<file path="src/rtl/uart_pkg.sv">
// Shared types and constants for the UART transmit arbiter.
package uart_pkg;
  localparam int UART_MAX_BYTES = 8;
  localparam int UART_LEN_W     = 4;
  localparam int UART_DATA_W    = 64;

  typedef enum logic [2:0] {
    S_IDLE,
    S_ISSUE,
    S_WAIT_START,
    S_WAIT_DONE,
    S_FINISH
  } arb_state_t;

  typedef struct packed {
    logic [UART_DATA_W-1:0] data;
    logic [UART_LEN_W-1:0]  len;
  } tx_req_t;

  // The engine only has eight byte slots, so longer counts saturate.
  function automatic logic [UART_LEN_W-1:0] clamp_len(input logic [UART_LEN_W-1:0] len);
    return (len > UART_LEN_W'(UART_MAX_BYTES)) ? UART_LEN_W'(UART_MAX_BYTES) : len;
  endfunction
endpackage

</file>
<file path="src/rtl/uart_tx_arbiter_rr_pick.sv">
// Combinational winner select: round-robin from ptr, or fixed priority
// (index 0 highest) when UART_TX_ARB_FIXED_PRIO_EN is defined.
module rr_pick #(
  parameter int N  = 4,
  parameter int IW = 2
) (
  input  logic [N-1:0]  req,
  input  logic [IW-1:0] ptr,
  output logic [N-1:0]  win,
  output logic [IW-1:0] idx
);
`ifdef UART_TX_ARB_FIXED_PRIO_EN
  logic unused_ptr;
  assign unused_ptr = ^ptr;

  // Scan high to low so the lowest set index is the last (winning) write.
  always_comb begin
    win = '0;
    idx = '0;
    for (int i = N - 1; i >= 0; i--) begin
      if (req[i]) begin
        win    = '0;
        win[i] = 1'b1;
        idx    = IW'(i);
      end
    end
  end
`else
  logic          found;
  logic [IW-1:0] k;

  always_comb begin
    win   = '0;
    idx   = '0;
    found = 1'b0;
    k     = '0;
    for (int i = 0; i < N; i++) begin
      k = IW'((int'(ptr) + i) % N);
      if (!found && req[k]) begin
        found  = 1'b1;
        win[k] = 1'b1;
        idx    = k;
      end
    end
  end
`endif
endmodule

</file>
<file path="src/rtl/uart_tx_arbiter.sv">
// Shares one UART transmit engine among N_REQ requesters.
// Build option: UART_TX_ARB_FIXED_PRIO_EN selects fixed priority instead of round-robin.
module uart_tx_arbiter
  import uart_pkg::*;
#(
  parameter int N_REQ    = 4,
  parameter int START_TO = 16
) (
  input  logic                         clk,
  input  logic                         rst_n,
  input  logic [N_REQ-1:0]             req,
  input  logic [UART_DATA_W*N_REQ-1:0] req_data,
  input  logic [UART_LEN_W*N_REQ-1:0]  req_len,
  output logic [N_REQ-1:0]             gnt,
  output logic [N_REQ-1:0]             done,
  output logic                         err,
  output logic                         tx_sig,
  output logic [UART_DATA_W-1:0]       tx_data,
  output logic [UART_LEN_W-1:0]        tx_len,
  input  logic                         tx_busy
);
  localparam int IW = (N_REQ > 1) ? $clog2(N_REQ) : 1;
  localparam int CW = $clog2(START_TO + 1);

  arb_state_t     state, nxt;
  logic [N_REQ-1:0] win, win_q;
  logic [IW-1:0]  win_idx, idx_q, ptr;
  logic           zero_q;
  logic [CW-1:0]  to_cnt;
  tx_req_t        sel;

  rr_pick #(.N(N_REQ), .IW(IW)) u_pick (
    .req (req),
    .ptr (ptr),
    .win (win),
    .idx (win_idx)
  );

  assign sel.data = req_data[win_idx*UART_DATA_W +: UART_DATA_W];
  assign sel.len  = clamp_len(req_len[win_idx*UART_LEN_W +: UART_LEN_W]);

`ifdef UART_TX_ARB_FIXED_PRIO_EN
  logic unused_idx;
  assign unused_idx = ^idx_q;
  assign ptr = '0;
`else
  always_ff @(posedge clk or negedge rst_n) begin
    if (!rst_n)                ptr <= '0;
    else if (state == S_FINISH) ptr <= (idx_q == IW'(N_REQ - 1)) ? '0 : idx_q + 1'b1;
  end
`endif

  // tx_data/tx_len only load for real frames, so they hold across a skipped
  // zero-length grant and never change while the engine shifts a frame out.
  always_ff @(posedge clk or negedge rst_n) begin
    if (!rst_n) begin
      win_q   <= '0;
      idx_q   <= '0;
      zero_q  <= 1'b0;
      tx_data <= '0;
      tx_len  <= '0;
    end else if (state == S_IDLE && |req) begin
      win_q  <= win;
      idx_q  <= win_idx;
      zero_q <= (sel.len == '0);
      if (sel.len != '0) begin
        tx_data <= sel.data;
        tx_len  <= sel.len;
      end
    end
  end

  always_ff @(posedge clk or negedge rst_n) begin
    if (!rst_n)                    to_cnt <= '0;
    else if (state == S_WAIT_START) to_cnt <= to_cnt + 1'b1;
    else                           to_cnt <= '0;
  end

  always_ff @(posedge clk or negedge rst_n) begin
    if (!rst_n) state <= S_IDLE;
    else        state <= nxt;
  end

  always_comb begin
    nxt = state;
    unique case (state)
      S_IDLE:       if (|req) nxt = S_ISSUE;
      S_ISSUE:      nxt = zero_q ? S_FINISH : S_WAIT_START;
      S_WAIT_START: begin
        if (tx_busy)                              nxt = S_WAIT_DONE;
        else if (to_cnt == CW'(START_TO - 1))     nxt = S_FINISH;
      end
      S_WAIT_DONE:  if (!tx_busy) nxt = S_FINISH;
      S_FINISH:     nxt = S_IDLE;
      default:      nxt = S_IDLE;
    endcase
  end

  always_comb begin
    gnt    = '0;
    done   = '0;
    tx_sig = 1'b0;
    err    = 1'b0;
    unique case (state)
      S_ISSUE: begin
        gnt    = win_q;
        tx_sig = !zero_q;
      end
      S_WAIT_START: err  = !tx_busy && (to_cnt == CW'(START_TO - 1));
      S_FINISH:     done = win_q;
      default: ;
    endcase
  end
endmodule

</file>
<file path="config.mk">
export PLATFORM = sky130hd
export DESIGN_NAME = uart_tx_arbiter
export DESIGN_NICKNAME = d
export VERILOG_FILES = /design/src/rtl/uart_pkg.sv /design/src/rtl/uart_tx_arbiter_rr_pick.sv /design/src/rtl/uart_tx_arbiter.sv
export SDC_FILE = /design/constraint.sdc
export NUM_CORES = 1
export LEC_CHECK = 0
export BUFFER_PORTS_ARGS = -buffer_cell sky130_fd_sc_hd__buf_2
export CAP_MARGIN = 15
export CORE_AREA = 4 4 136 138
export DETAILED_ROUTE_END_ITERATION = 10
export DIE_AREA = 0 0 140 142
export PLACE_DENSITY = 0.65
export RECOVER_POWER = 50
export SLEW_MARGIN = 25
export SYNTH_ARGS = -nofsm -noshare
export SYNTH_HDL_FRONTEND = slang
export SYNTH_SLANG_ARGS = --single-unit
</file>
<file path="constraint.sdc">
create_clock -name clk -period 4.2 [get_ports clk]
set_input_delay 0 -clock clk [delete_from_list [all_inputs] [get_ports clk]]
set_output_delay 0 -clock clk [all_outputs]
set_load 0.1 [all_outputs]
</file>
Yosys cells after proc, flatten, opt, wreduce, memory -nomap -nowiden
Cells that the tools add are included.

Word-level logic and storage cells: 96. Output and inout bits: 78. Bits in registers: 85.

Equal/unequal tests: 9. Muxes and demuxes: 40. Reduce and logical (&&, ||, !) cells: 20. Add/sub/neg operators: 5. Order comparisons: 9. Bitwise logic cells: 3. Shift-type cells: 2.

Operators with widths (number): 256-bit by 9-bit variable part select with 64-bit output (1); 4-bit two-way mux (7); 16-bit by 5-bit variable part select with 4-bit output (1); 3-bit two-way mux (5); 1-bit two-way mux (13); 2-bit by 3-bit less-than comparator with 1-bit output (second input constant) (4); 4-bit bitwise OR (3); 3-bit one-hot mux with 4 select lines (1); 2-bit two-way mux (5); 1-bit logical AND (9); 1-bit binary-select mux with 2-bit select (4); 1-bit demux with 2-bit select (4); 2-bit by 1-bit >= comparator with 1-bit output (second input constant) (4); 3-bit by 2-bit equality test with 1-bit output (second input constant) (2); 5-bit by 1-bit adder with 5-bit output (second input constant) (1); 5-bit by 4-bit equality test with 1-bit output (second input constant) (1); 1-bit zero test (5); 5-bit two-way mux (1); 2-bit by 1-bit adder with 2-bit output (second input constant) (2); 2-bit adder (second input constant) (2); 4-bit greater-than comparator (second input constant) (1); 4-bit zero test (1); 4-bit nonzero test (1); 4-bit OR reduction (1); other kinds (9) (9).

Longest topological paths before layout
Gate-level depths: netlist (run 1).

Depth in word-level cells: 17. Depth in mapped cells: 12. Depth with buffers taken out: 8.

Modules after synthesis
A second synthesis (run 1) with hierarchy kept.

Cells, all modules: 373. Area, all modules: 5431.5 sq um.

By module, submodules not included: uart_tx_arbiter (instances 1, sequential area each 2127.0 sq um, area each 4942.2 sq um, cells an instance 308); rr_pick (instances 1, sequential area each 0.0 sq um, area each 489.2 sq um, cells an instance 65).

Worst setup path before layout (run 1)
Ideal clock, no wire load.

Path type: flip-flop to flip-flop. From: reg ptr[0]. To: reg tx_data[10]. Arrival: 3038 ps. Clock period less this slack: 3166 ps. Stages on the path, launching flop included: 12. Library setup time: 128 ps. Slack: 1034 ps. Path buffers: 3. Cells stage by stage: dfrtp_1 buf_2 inv_1 ha_1 mux4_2 a221oi_2 o21ai_1 and2_1 a211oi_2 buf_4 buf_6 mux2_1.

Cells in the longest elaborated chain, start to end: 17. Elaborated cells between the ends (all ways): 30. Classes of those cells: add/sub: 3; order compare: 1; shift: 2; mux: 16; reduce/logical: 8.

RTL lines: start, declared (RTL line uart_tx_arbiter.sv:27) `logic [IW-1:0] win_idx, idx_q, ptr;`; start signal, assigned (RTL line uart_tx_arbiter.sv:49) `else if (state == S_FINISH) ptr <= (idx_q == IW'(N_REQ - 1)) ? '0 : idx_q + 1'b1;`; parallel branches: the longest is 11 deep, another holds 2-bit by 1-bit adder with 2-bit output; 2-bit two-way mux (*) (RTL line uart_tx_arbiter_rr_pick.sv:39) `if (!found && req[k]) begin`; 16-bit by 5-bit variable part select with 4-bit output (RTL line uart_tx_arbiter.sv:40) `assign sel.len = clamp_len(req_len[win_idx*UART_LEN_W +: UART_LEN_W]);`; 4-bit greater-than comparator (RTL line uart_pkg.sv:22) `return (len > UART_LEN_W'(UART_MAX_BYTES)) ? UART_LEN_W'(UART_MAX_BYTES) : len;`; 4-bit two-way mux (RTL line uart_pkg.sv:22); 4-bit nonzero test (RTL line uart_tx_arbiter.sv:66) `if (sel.len != '0) begin`; 2-bit AND reduction (no source line); end signal, assigned (RTL line uart_tx_arbiter.sv:67) `tx_data <= sel.data;`; end, declared (RTL line uart_tx_arbiter.sv:18) `output logic [UART_DATA_W-1:0] tx_data,`.

Every way passes the cells marked *. The select of a mux whose other input is x is not followed. A chain may end at the register's enable or synchronous reset.

Final worst setup path (run 1)
From: reg ptr[0]. To: reg tx_data[36].

The elaborated chain is that of the path after synthesis.

==> impl_metrics.ini, run 1 <==
[sta]
hold_violations = 0
finClkSkew_ns = 0.00546
slew_headroom = -0.425
drv_slew = 86
grt_setup_unrepaired = false
setup_viol = 0
layout_min_cycle_time_ns = 3.76
max_clock_freq_ghz = 0.266
worstMarginPinSlew_ns = 2.14
post-route-period-util = 0.895
finalSetupTns_ns = 0

[cells_and_area]
multi_input_area_um2 = 3680
nets = 1147
fillers = 1637
seqCellArea_um2 = 2130
area_growth_pct = 37.5
antennaDiodeCount = 0
drive_gt1_frac = 0.471

[worst_setup_path]
crit_type = reg2reg
worstPathCellList = inv_1 > ha_1 > mux4_2 > a221oi_2 > o21ai_1 > and2_1 > a211oi_4 > buf_4 > mux2_2
cp.required_ns = 4.42
cpPeakStageDelay_ns = 0.62
worstSetupEndpoint = tx_data[36]
critPathSlowestCell = mux4_2
crit_start = ptr[0]
arrival_ns = 3.98
r2r-end = tx_data[36]
cp_max_fo = 37
critPathLaunchType = flip-flop
cp-end-kind = flip-flop
rr_startpoint = ptr[0]
reg2reg_depth = 9
ff2ff_setup_slack_ns = 0.44

[yosys]
synth_most_common_cell = mux2i_1
synth_edf_count = 0
syn-num-nets = 810
syn_inst = 524
ys_ff_latch = 85
synth.area.top_cells = dfrtp_1 (35%), mux2i_1 (35%), mux2_2 (9.6%)
ys_seq_area_frac = 0.354
ys.warnings.count = 0
yosysUniqueCellTypes = 42
syn_avg_cell_area_um2 = 11.5
dominantRegCellSynth = dfrtp_1
async_reset_ff_frac = 1.00
yosys-top-cells-count = mux2i_1 (209), dfrtp_1 (85), mux2_2 (51)
netlist.area_leader.share = 0.354
synth_top_area_cell = dfrtp_1
synthesis.area_um2 = 6010

[global_routing]
grt_pass1_wl_mm = 27.9
antenna_found_initial = 0
grt_max_degree = 86
grt.total_usage = 0.174
first_global_vias = 5575
gr-total-overflow = 0

[clock_tree]
cts_hold_buf = 2
cts_tree = done
worst_skew_pair.late_latency_ns = 0.34
cts_resized = 0
root_buffer = clkbuf_16
cts_max_level = 3
cts-buffers-inserted = 9
clk_pin_slew_ns = 0.06
cts_buffer_depth = 2
post-cts-setup-buffer-count = 0
cts_sinks = 85

[place]
hpwl_mm = 14.2
gp_congestion = 0.849
port-buffer-count = 356

[die]
die_y_um = 142
die_area_um2 = 19900
fp-row-count = 48
io_pins = 357
dieWidth_um = 140
initial_utilization = 0.350
coreArea_um2 = 17200

[route]
dr.pass1.iters = 4
first_iter_violations = 202
route.detailed.drc = 0
routed_wl_mm = 17.8
postRouteAntennaNets = 0
wl_per_cell_um = 16.4
viasPerCell = 4.91
via_count = 5355

[worst_hold_path]
min_path_type = in2reg

[run_status]
outcome = finished, violations left
failed_checks = capacitance limit, slew limit

[flow_run]
drv_cap = 1
[placed cells by master (no fill, tap or decap), drive strengths merged]
cell type / count
nand3: 1
o21ai: 8
o211a: 1
dlygate4sd3: 2
a21oi: 6
and4b: 1
nor3: 3
o32ai: 3
nor4b: 1
a22oi: 9
mux2i: 209
clkinv: 2
dfrtp: 85
mux2: 68
buf: 327
o2bb2ai: 1
nor2: 18
a211oi: 2
ha: 7
a221oi: 2
nor3b: 2
or2: 4
mux4: 2
nor4bb: 1
clkbuf: 47
or4: 1
nor4: 5
clkinvlp: 2
xor2: 1
nand3b: 1
xnor2: 1
a31oi: 5
and2: 7
nand2: 12
and3: 8
inv: 8
o211ai: 1
o21ba: 2
[area by class of cell]
class,instances,share of cell area
multi-input cells,393,0.445
flip-flops and latches,85,0.258
repair buffers,364,0.225
well taps,225,0.0341
clock buffers,12,0.0311
clock inverters,4,0.00394
inverters,8,0.00364
[worst max-delay path, delay by kind of cell (launching register included)]
family          cells  cell delay (ns)
mux                 2             1.02
buf+inv             2             0.69
compound gates      3             0.66
flops               1             0.57
fa+ha+maj           1             0.44
simple gates        1             0.25
[logic make-up after synthesis]
family | Yosys count | share of synthesized area
buffers and inverters | 46 | 0.0402
adders and majority gates | 7 | 0.0146
DFF | 85 | 0.354
AOI/OAI and AO/OA | 40 | 0.0481
xor gates and xnor gates | 2 | 0.00292
and+or+nand+nor | 65 | 0.0569
muxes | 279 | 0.483
[through the flow]
stage	cell area, um^2	utilization	std cells	setup WS (ns)	hold slack [ns]
final	8260	0.481	1091	0.442	0.0689
after global routing	8260	0.481	1091	0.129	0.0750
after CTS	8300	0.483	1091	0.428	0.0582
after detailed placement	7990	0.465	1073	0.423	0.120
after global placement	7990	0.465	1073	0.529	0.266
after floorplan	6010	-	524	1.03	-0.296
[state kept, by name, indices dropped and copies added, names as in the netlist]
signal   count
ptr          2
tx_data     64
state        3
tx_len       4
idx_q        2
to_cnt       5
win_q        4
zero_q       1
[layer usage]
| layer | track usage | vias to the layer above | wire length (um) |
|---|---|---|---|
| li1 | - | 2628 | - |
| met1 | 0.204 | 2464 | 7130 |
| met2 | 0.311 | 237 | 8960 |
| met3 | 0.0397 | 26 | 1310 |
| met4 | 0.0688 | 0 | 441 |
| met5 | 0 | - | 0 |
[how the worst min path moves through the flow]
stage	startpoint	endpoint	depth (start not counted)
5_1_grt	req_data[227]	tx_data[35]	4
3_5_place_dp	rst_n	to_cnt[4]	1
3_3_place_gp	rst_n	to_cnt[3]	1
2_1_floorplan	rst_n	idx_q[0]	0
4_1_cts	req_data[74]	tx_data[10]	4
6_report	req_data[208]	tx_data[16]	4
Power of run 1 is not shown: default switching activity piles up to over one toggle a cycle in this logic, so the estimate is an artifact.
==> run 2, diff against run 1 <==
Settings changed: RECOVER_POWER 50 to 25.
==> run 2 against run 1 <==
Effect of this change:
- the run still ends with capacitance limit, slew limit left
- via count is essentially flat
- worst setup slack gained 0.0032 ns
- non-clock buffer count is the same
- worst hold slack is essentially flat
- register-to-register slack is essentially flat
==> impl_metrics.ini, run 2 (same netlist as run 1, synthesis figures left out) <==
[cells_and_area]
nets = 1147
drive_gt1_frac = 0.510
layout.cells.most_common_list = buf_2 (355), mux2i_1 (209), dfrtp_1 (85)
reg.largest.list = tx_data x64, to_cnt x5
regMostFlops = tx_data
largest_register_ffs = 64
fin_area_um2 = 8300
area_growth_pct = 38.2
antennaDiodeCount = 0
layout_commonest_cell = buf_2

[global_routing]
grt_max_degree = 86
antenna_found_initial = 0
grt.total_usage = 0.174
gr-total-overflow = 0
grt_pass1_wl_mm = 27.9
first_global_vias = 5575

[sta]
slew_headroom = -0.412
setup_viol = 0
post-route-period-util = 0.894
grt_setup_unrepaired = false
max_clock_freq_ghz = 0.266
finClkSkew_ns = 0.00518
layout_min_cycle_time_ns = 3.75
drv_slew = 86
finalSetupTns_ns = 0
hold_violations = 0
worstMarginPinSlew_ns = 2.12

[clock_tree]
clk_pin_slew_ns = 0.06
cts_max_level = 3
root_buffer = clkbuf_16
cts_buffer_depth = 2
cts_sinks = 85
cts_hold_buf = 2
cts_tree = done
post-cts-setup-buffer-count = 0
cts-buffers-inserted = 9
cts_resized = 0
worst_skew_pair.late_latency_ns = 0.34

[route]
routed_wl_mm = 17.8
via_count = 5357
viasPerCell = 4.91
postRouteAntennaNets = 0
first_iter_violations = 203
dr.pass1.iters = 4
wl_per_cell_um = 16.4
route.detailed.drc = 0
met2_length_mm = 9.00
top_layer_used = met4
wl_met1_mm = 7.16
wl_met3_mm = 1.31

[flow_run]
drv_cap = 1

[die]
initial_utilization = 0.350
die_area_um2 = 19900
coreArea_um2 = 17200
dieWidth_um = 140
io_pins = 357
fp-row-count = 48
die_y_um = 142

[run_status]
outcome = finished, violations left
failed_checks = capacitance limit, slew limit

[worst_setup_path]
reg2reg_depth = 9
arrival_ns = 3.98
cp-end-kind = flip-flop
cp.required_ns = 4.42
critPathLaunchType = flip-flop
cp_max_fo = 37
crit_type = reg2reg

[place]
place_area_um2 = 7990
port-buffer-count = 356
hpwl_mm = 14.2
gp_congestion = 0.849

[worst_hold_path]
min_path_type = in2reg
hold_path_depth = 4
-- run 2: layout make-up --
type                            count  area (um^2)
Sequential cell                    85         2130
Fill cell                        1615         8880
Inverter                            8         30.0
Tap cell                          225          282
Clock buffer                       12          256
Timing Repair Buffer              364         1900
Clock inverter                      4         32.5
Multi-Input combinational cell    393         3680
-- run 2: through the flow --
step           utilization  std cells  worst slack, ns  hold slack (ns)
2_1_floorplan            -        524             1.03           -0.296
3_3_place_gp         0.465       1073            0.529            0.266
3_5_place_dp         0.465       1073            0.423            0.120
4_1_cts              0.483       1091            0.428           0.0582
5_1_grt              0.483       1091            0.129           0.0750
6_report             0.483       1091            0.446           0.0692
-- run 2: routing by layer --
| layer | vias up | global-route usage |
|---|---|---|
| li1 | 2630 | - |
| met1 | 2461 | 0.204 |
| met2 | 241 | 0.311 |
| met3 | 25 | 0.0397 |
| met4 | 0 | 0.0688 |
| met5 | - | 0 |
-- run 2: worst max-delay path, stage by stage, from the launching register on --
cell	delay (ns)
dfrtp_1	0.57
inv_1	0.22
ha_1	0.44
mux4_2	0.62
a221oi_2	0.21
o21ai_1	0.18
and2_1	0.25
a211oi_4	0.27
buf_4	0.47
mux2_2	0.40
-- run 2: worst paths after layout --
kind | end | slack (ns) | from
min reg2reg | to_cnt[0] | 0.47 | to_cnt[0]
max reg2reg | tx_data[36] | 0.45 | ptr[0]
max in group asynchronous | tx_data[33] | 2.12 | rst_n
min in group asynchronous | to_cnt[4] | 0.84 | rst_n
max | tx_data[36] | 0.45 | ptr[0]
min | tx_data[16] | 0.07 | req_data[208]
Power of run 2 is left out for the same reason.
==> run 3, diff against run 2 <==
Settings changed: RECOVER_POWER 25 to not set.
==> run 3 against run 2 <==
Effect of this change:
- the run now ends clean
- cell area about the same
- wire length about the same
- fmax is essentially flat
- sequential share of layout area about the same
- die area is the same
- clock skew is the same
- critical path type unchanged
==> impl_metrics.ini, run 3 (same netlist as run 1, synthesis figures left out) <==
[route]
dr.pass1.iters = 4
postRouteAntennaNets = 0
route.detailed.drc = 0
routed_wl_mm = 17.8
viasPerCell = 4.91
first_iter_violations = 203
via_count = 5358
wl_per_cell_um = 16.4

[sta]
hold_violations = 0
finClkSkew_ns = 0.00518
drv_slew = 0
layout_min_cycle_time_ns = 3.75
max_clock_freq_ghz = 0.267
setup_viol = 0
grt_setup_unrepaired = false
worstMarginPinSlew_ns = 0.779
post-route-period-util = 0.893
finalSetupTns_ns = 0
slew_headroom = 0.481

[global_routing]
first_global_vias = 5575
grt_pass1_wl_mm = 27.9
antenna_found_initial = 0
grt.total_usage = 0.174
gr-total-overflow = 0
grt_max_degree = 86

[clock_tree]
cts_sinks = 85
cts-buffers-inserted = 9
root_buffer = clkbuf_16
cts_buffer_depth = 2
cts_tree = done
cts_max_level = 3
worst_skew_pair.late_latency_ns = 0.34
clk_pin_slew_ns = 0.06

[die]
coreArea_um2 = 17200
dieWidth_um = 140
initial_utilization = 0.350
die_area_um2 = 19900
die_y_um = 142
fp-row-count = 48
io_pins = 357

[place]
hpwl_mm = 14.2
port-buffer-count = 356
gp_congestion = 0.849

[worst_setup_path]
cp.required_ns = 4.42
ff2ff_setup_slack_ns = 0.45
cp-end-kind = flip-flop
critPathLaunchType = flip-flop
crit_type = reg2reg
arrival_ns = 3.98
cp_max_fo = 37

[cells_and_area]
area_growth_pct = 38.3
reg.largest.list = tx_data x64, to_cnt x5
drive_gt1_frac = 0.510
layout_commonest_cell = buf_2
layout.cells.most_common_list = buf_2 (355), mux2i_1 (209), dfrtp_1 (85)
nets = 1147
largest_register_ffs = 64
antennaDiodeCount = 0
regMostFlops = tx_data

[flow_run]
drv_cap = 0

[run_status]
outcome = finished, final reports clean

[worst_hold_path]
min_path_type = in2reg
[run 3: cell count changes in the layout (fill, tap and decap cells not counted)]
| cell | delta |
|---|---|
| buf_6 | +1 |
| clkbuf_2 | -1 |
[run 3: worst max-delay path: stages, from the launching register on]
cell      delay, ns
dfrtp_1        0.57
inv_1          0.22
ha_1           0.44
mux4_2         0.61
a221oi_2       0.20
o21ai_1        0.18
and2_1         0.25
a211oi_4       0.27
buf_4          0.47
mux2_2         0.40
[run 3: path summary, 6_finish.rpt]
kind	start	end	cells past startpoint
hold reg to reg	to_cnt[0]	to_cnt[0]	1
min in group asynchronous	rst_n	to_cnt[4]	2
max in group asynchronous	rst_n	tx_data[33]	2
hold / removal	req_data[208]	tx_data[16]	4
setup / recovery	ptr[0]	tx_data[36]	9
setup reg to reg	ptr[0]	tx_data[36]	9
[run 3: area by class of cell]
cell class                 instances  area, um^2
timing repair buffer             364        1900
tap                              225         282
sequential                        85        2130
fill                            1613        8870
clock buffer                      12         256
clock inverter                     4        32.5
multi-input combinational        393        3680
inverter                           8        30.0
[run 3: what timing repair did]
action	CTS	global route
endpoints found under the hold margin	86	0
setup buffers	0	0
gates resized for setup	0	0
hold buffers	2	0
[run 3: layer usage]
| layer | share of wire | vias up | track usage |
|---|---|---|---|
| met2 | 0.50 | 241 | 0.311 |
| met1 | 0.40 | 2462 | 0.204 |
| li1 | - | 2630 | - |
| met5 | 0 | - | 0 |
| met3 | 0.073 | 25 | 0.0397 |
| met4 | 0.021 | 0 | 0.0688 |
[run 3: per-stage QoR]
step                      cells   util  setup WS (ns)  hold slack [ns]  area (um^2)
after floorplan             524      -           1.03           -0.296         6010
after global placement     1073  0.465          0.529            0.266         7990
after detailed placement   1073  0.465          0.423            0.120         7990
after CTS                  1091  0.483          0.428           0.0582         8300
after global routing       1091  0.484          0.129           0.0750         8310
final                      1091  0.484          0.449           0.0692         8310
Power of run 3 is left out for the same reason.
